===== src/rtl/hc4s_core.sv =====
// ----------------------------------------------------------------------------
// hc4s_core
//   Parametrised HC4-series CPU core: 8-bit instruction, push-down stack of
//   STACK_DEPTH levels, ALU with carry/zero flags and a PC, sequenced by a
//   two-state FETCH/EXEC machine. Instruction fetch and RAM accesses use
//   ready/valid handshakes, so slow memories need no clock prescaling.
//
//   Optional feature macro: HC4S_ZFLAG_EN
//     defined   -> zero flag register, zero_out, JZ/JNZ conditional jumps
//     undefined -> no zero flag, zero_out tied 0, JZ/JNZ behave as NOP
//
// Parameters
//   DATA_W       stack/ALU/RAM data width (>=4)
//   STACK_DEPTH  stack levels (>=2); level0 = A, level1 = B
//   PC_W         program counter width
//
// Ports
//   clock        in   system clock
//   nReset       in   asynchronous active-low reset
//   instr_req    out  high in FETCH: pc_out valid, instruction wanted
//   instr_valid  in   instruction present (sampled in FETCH)
//   instruction  in   opcode byte
//   pc_out       out  current PC
//   ram_addr     out  RAM address = ir[3:0]
//   ram_wdata    out  ALU result during EXEC of an ALU op, else 0
//   ram_rdata    in   RAM read data (sampled when ram_ready in EXEC)
//   nRAM_RD      out  active-low read strobe
//   nRAM_WR      out  active-low write strobe
//   ram_ready    in   RAM access completes this cycle
//   stackA_out   out  stack level0
//   stackB_out   out  stack level1
//   carry_out    out  carry flag
//   zero_out     out  zero flag (0 when HC4S_ZFLAG_EN undefined)
// ----------------------------------------------------------------------------
module hc4s_core #(
    parameter int DATA_W      = 4,
    parameter int STACK_DEPTH = 4,
    parameter int PC_W        = 8
) (
    input  logic              clock,
    input  logic              nReset,
    output logic              instr_req,
    input  logic              instr_valid,
    input  logic [7:0]        instruction,
    output logic [PC_W-1:0]   pc_out,
    output logic [3:0]        ram_addr,
    output logic [DATA_W-1:0] ram_wdata,
    input  logic [DATA_W-1:0] ram_rdata,
    output logic              nRAM_RD,
    output logic              nRAM_WR,
    input  logic              ram_ready,
    output logic [DATA_W-1:0] stackA_out,
    output logic [DATA_W-1:0] stackB_out,
    output logic              carry_out,
    output logic              zero_out
);

    typedef enum logic {
        S_FETCH = 1'b0,
        S_EXEC  = 1'b1
    } state_t;

    state_t            state, state_next;
    logic [7:0]        ir;
    logic [PC_W-1:0]   pc;
    logic [DATA_W-1:0] stack [STACK_DEPTH];
    logic              carry;

    logic              is_alu, is_ld_mem, is_ld_imm, is_jump, mem_op;
    logic              exec_done;
    logic [DATA_W:0]   alu_full;
    logic [DATA_W-1:0] alu_result;
    logic              alu_sets_carry;
    logic              jump_taken;
    logic [PC_W-1:0]   pc_next;
    logic              push_en;
    logic [DATA_W-1:0] push_data;
    logic [2*DATA_W-1:0] jump_tgt;

    // ALU: returns {carry_out, result}. SUB is A + ~B + 1 so carry means no-borrow.
    function automatic logic [DATA_W:0] alu(input logic [2:0] op,
                                            input logic [DATA_W-1:0] a,
                                            input logic [DATA_W-1:0] b);
        logic [DATA_W:0] r;
        case (op)
            3'd0:    r = {1'b0, a};
            3'd1:    r = {1'b0, a & b};
            3'd2:    r = {1'b0, a} + {1'b0, ~b} + {{DATA_W{1'b0}}, 1'b1};
            3'd3:    r = {1'b0, a} + {1'b0, b};
            3'd4:    r = {1'b0, a | b};
            3'd5:    r = {1'b0, a ^ b};
            3'd6:    r = {1'b0, ~a};
            default: r = {1'b0, a[DATA_W-2:0], 1'b0};
        endcase
        return r;
    endfunction

    // Instruction decode
    assign is_alu    = ~ir[7];
    assign is_ld_mem = (ir[7:5] == 3'b100);
    assign is_ld_imm = (ir[7:5] == 3'b101);
    assign is_jump   = (ir[7:5] == 3'b111);
    assign mem_op    = is_alu | is_ld_mem;

    assign alu_full       = alu(ir[6:4], stack[0], stack[1]);
    assign alu_result     = alu_full[DATA_W-1:0];
    assign alu_sets_carry = is_alu & (ir[6:5] == 2'b01);

`ifdef HC4S_ZFLAG_EN
    logic zero_flg;
    assign zero_out = zero_flg;
`else
    assign zero_out = 1'b0;
`endif

    always_comb begin
        jump_taken = 1'b0;
        if (is_jump) begin
            case (ir[2:0])
                3'b000:  jump_taken = 1'b1;
                3'b010:  jump_taken = carry;
                3'b011:  jump_taken = ~carry;
`ifdef HC4S_ZFLAG_EN
                3'b100:  jump_taken = zero_flg;
                3'b101:  jump_taken = ~zero_flg;
`endif
                default: jump_taken = 1'b0;
            endcase
        end
    end

    // Jump target {B,A}, truncated or zero-extended to the PC width
    assign jump_tgt = {stack[1], stack[0]};
    assign pc_next  = jump_taken ? PC_W'(jump_tgt) : pc + PC_W'(1);

    assign push_en   = is_ld_mem | is_ld_imm;
    assign push_data = is_ld_mem ? ram_rdata : DATA_W'(ir[3:0]);

    // FSM state register
    always_ff @(posedge clock or negedge nReset) begin
        if (!nReset) state <= S_FETCH;
        else         state <= state_next;
    end

    // FSM next state and strobes; strobes only ever asserted in EXEC
    always_comb begin
        state_next = state;
        instr_req  = 1'b0;
        nRAM_RD    = 1'b1;
        nRAM_WR    = 1'b1;
        ram_wdata  = '0;
        exec_done  = 1'b0;
        case (state)
            S_FETCH: begin
                instr_req = 1'b1;
                if (instr_valid) state_next = S_EXEC;
            end
            S_EXEC: begin
                nRAM_WR   = ~is_alu;
                nRAM_RD   = ~is_ld_mem;
                if (is_alu) ram_wdata = alu_result;
                exec_done = ~mem_op | ram_ready;
                if (exec_done) state_next = S_FETCH;
            end
            default: state_next = S_FETCH;
        endcase
    end

    // Datapath: ir captured on fetch, everything else commits at EXEC completion
    always_ff @(posedge clock or negedge nReset) begin
        if (!nReset) begin
            ir    <= '0;
            pc    <= '0;
            carry <= 1'b0;
            for (int i = 0; i < STACK_DEPTH; i++) stack[i] <= '0;
        end else begin
            if (state == S_FETCH && instr_valid) ir <= instruction;
            if (exec_done) begin
                pc <= pc_next;
                if (alu_sets_carry) carry <= alu_full[DATA_W];
                if (push_en) begin
                    for (int i = STACK_DEPTH - 1; i >= 1; i--) stack[i] <= stack[i-1];
                    stack[0] <= push_data;
                end
            end
        end
    end

`ifdef HC4S_ZFLAG_EN
    always_ff @(posedge clock or negedge nReset) begin
        if (!nReset)                zero_flg <= 1'b0;
        else if (exec_done & is_alu) zero_flg <= (alu_result == '0);
    end
`endif

    assign pc_out     = pc;
    assign ram_addr   = ir[3:0];
    assign stackA_out = stack[0];
    assign stackB_out = stack[1];
    assign carry_out  = carry;

endmodule


===== config.mk =====
export PLATFORM = sky130hd
export DESIGN_NAME = hc4s_core
export DESIGN_NICKNAME = d
export VERILOG_FILES = /design/src/rtl/hc4s_core.sv
export SDC_FILE = /design/constraint.sdc
export NUM_CORES = 1
export LEC_CHECK = 0
export ABC_AREA = 0
export BUFFER_PORTS_ARGS = -buffer_cell sky130_fd_sc_hd__buf_2
export CORE_UTILIZATION = 30
export CTS_CLUSTER_SIZE = 30
export DETAILED_ROUTE_END_ITERATION = 16
export PLACE_DENSITY = 0.54
export REMOVE_ABC_BUFFERS = 1
export SYNTH_ARGS = -nofsm -noshare
export SYNTH_HDL_FRONTEND = slang
export SYNTH_SLANG_ARGS = --single-unit

===== constraint.sdc =====
create_clock -name clock -period 5.4 [get_ports clock]
set_input_delay 0.27 -clock clock [delete_from_list [all_inputs] [get_ports clock]]
set_output_delay 0.27 -clock clock [all_outputs]
set_load 0.02 [all_outputs]

==> impl_metrics.csv <==
group,metric,value,unit
power_and_ir_drop,powerDensity,665,nW/µm²
grt,antenna_found_initial,0,
detailed_routing,wl_per_cell,16.2,µm
clock_tree,postCtsResizedCells,0,
sta,rsz0062_at_grt,"false",
synth,synth.area.mux_share,9.31,%
run_status,status,"complete, but fails checks",
critical_path,critical-path-top-delay-family,"adder cells",
detailed_routing,drt_iter0_markers,98,
clock_tree,path_clk_slew,100,ps
min_path,hold_class,"primary input to asynchronous set/reset pin",
clock_tree,ctsHoldBuffers,0,
grt,globalRouteTotalUtil,15.3,%
final_layout,final_cell_mix,"buf_2 (43), dfrtp_1 (26), nand2_1 (25)",
final_layout,layout-drive-gt1-share,25.7,%
critical_path,worstSetupStartpointType,"flop",
critical_path,cp_data_required_time,5130,ps
synth,synth-seq-cells,26,
clock_tree,clock_tree.buffer_depth,2,
synth,synth_xor_area_share,2.03,%
detailed_routing,drc_errors,0,
synth,syn_area,2100,µm²
sta,final.setup.tns,0,ps
critical_path,cpPeakStageDelay,490,ps
final_layout,antenna_cells,0,
placement,place_ws,3000,ps
final_layout,nets,285,
sta,period_share,49.9,%
detailed_routing,wl_met1,2680,µm
floorplanning,num_rows,30,
synth,synth-compound-area-share,21.4,%
power_and_ir_drop,p_leak,1.07,nW
run_status,violations,"hold timing",
clock_tree,cts_made_buffers,3,
grt,grt-ovfl-total,0,
placement,dpl.hpwl,4040,µm
floorplanning,die_h,85.6,µm
clock_tree,clk_latency,280,ps
grt,grt_max_degree,27,
critical_path,critPathKind,"flop to output pin",
final_layout,final-instance-count-excl-fill,333,
sta,setup_viol,0,
detailed_routing,drt_wl_total,5400,µm
clock_tree,clock-root-buffer,"clkbuf_8",
critical_path,crit_chain,"inv_1, ha_1, fa_1, inv_1, mux4_2, mux2i_1, nor2_1, buf_2",
synth,avgSynthCellArea,9.36,µm²
sta,max_slew_margin,49.4,%
detailed_routing,viasPerCell,5.38,
clock_tree,htreeDepth,1,
detailed_routing,drtPass1Iterations,4,
clock_tree,cts_tree,"yes",
sta,fin_skew,7.30,ps
job,drv_cap,0,
power_and_ir_drop,ir_drop,0.265,mV
synth,synth_top_family_by_area,"compound AO/OA/AOI/OAI gates",
floorplanning,fp.coreArea,6760,µm²
detailed_routing,wl_met3,258,µm
critical_path,ff2ff_setup_slack,3290,ps
synth,ys_types,59,
floorplanning,initial_core_util,31.0,%
final_layout,fillers,709,
sta,hold_viol_final,15,
sta,worst_slew_pin_slew,759,ps
synth,ys.warnings.count,0,
sta,holdWs,-14.7,ps
critical_path,cp_max_fo,7,
synth,synth-async-reset-ratio,100,%
synth,synth_flop_cell,"dfrtp_1",
critical_path,slowest_stage,"fa_1",
detailed_routing,antenna_left,0,
detailed_routing,top_layer,"met4",
placement,gp_congestion,0.803,
critical_path,crit_path_end_kind,"output pin",
sta,drv_slew,0,
critical_path,arrival,2430,ps
synth,netlist_instances,224,
floorplanning,num_io_pins,45,
synth,yosys.area_share.simple,17.4,%
grt,grt_pass1_wl,8760,µm
final_layout,synthToLayoutAreaGrowth,11.8,%
sta,setup_slack,2700,ps
final_layout,final_common_cell,"buf_2",
sta,fmax,371,MHz
synth,synth_adder_area_share,9.67,%
synth,seq_area_frac_synth,31.0,%
placement,post-place-cells,329,
power_and_ir_drop,finalPower,1.56,mW
clock_tree,clock_sinks,26,
floorplanning,die-area,7320,µm²
critical_path,crit_top_cell,"inv_1",
detailed_routing,routed-wl-met2,2440,µm
clock_tree,cts_setup_buffers,0,
grt,grt_pass1_vias,1657,
critical_path,crit_buf_inv,3,
detailed_routing,vias,1791,
placement,portBuffers,43,
synth,synth_edf_count,0,
sta,finalCriticalPeriod,2700,ps
floorplanning,fp.dieW,85.6,µm
-- sequential cells by signal, indices dropped and copies added, names as in the netlist --
name and count:
ir 8, stackB_out 4, state 1, stackA_out 4
pc_out 8, carry_out 1
-- routing by layer --
metal	vias up	global-route usage, %
met5	-	0
met4	0	1.82
met3	2	2.98
met2	46	24.6
met1	878	22.0
li1	865	-
-- cell usage after synthesis (all sizes together), types with 3 or more instances --
| cell type | n | area share (%) |
|---|---|---|
| nor2b | 3 | 0.90 |
| mux2i | 6 | 2.9 |
| o21ai | 17 | 4.1 |
| o2111ai | 3 | 1.3 |
| nand2b | 6 | 1.8 |
| inv | 17 | 3.0 |
| a211o | 4 | 1.7 |
| a21oi | 5 | 1.2 |
| xnor2 | 3 | 1.6 |
| dfrtp | 26 | 31 |
| o311ai | 4 | 1.7 |
| nand2 | 25 | 4.5 |
| clkbuf | 3 | 0.60 |
| mux2 | 8 | 4.3 |
| nand3 | 5 | 1.2 |
| ha | 13 | 7.8 |
| buf | 15 | 5.3 |
| a22oi | 3 | 1.1 |
| a21o | 3 | 1.1 |
| nand4b | 3 | 1.6 |
| a31oi | 3 | 0.90 |
| nor2 | 10 | 1.8 |
-- kinds of logic after synthesis --
logic type | after synthesis
mux | 16
compound gates | 62
other cells | 1
flops | 26
fa+ha+maj | 15
simple gates | 65
buf+inv | 35
xor+xnor | 4
-- per-stage QoR --
step	instance area [µm²]	hold WS, ps	util, %
global route	2340	33.0	34.7
finish	2340	-14.7	34.7
detailed placement	2290	326	33.9
CTS	2340	16.2	34.7
global placement	2290	327	33.9
floorplan	1970	-25.6	-
-- area by class of cell --
class                      count  area (µm²)  share of cell area, %
tap                           80         100                   4.27
inverter                      17        63.8                   2.72
clock buffer                   4        55.1                   2.35
timing repair buffer          43         215                   9.19
sequential                    26         651                   27.8
multi-input combinational    163        1260                   53.7
-- where the power goes --
group	leakage [nW]	internal, mW	switching, mW
combinational	0.734	0.405	0.543
sequential	0.306	0.280	0.197
clock	0.0288	0.0653	0.0663
total	1.07	0.750	0.807
-- worst paths after layout --
check | start | end | depth (start not counted)
max in group asynchronous | nReset | ir[2] | 1
worst max-delay path | stackA_out[0] | ram_wdata[1] | 8
worst min register to register | ir[3] | ir[3] | 1
worst min-delay path | nReset | pc_out[4] | 1
min in group clock | instruction[5] | ir[5] | 3
worst max register to register | ir[6] | pc_out[6] | 4
Power figures use the tool's default switching activity.
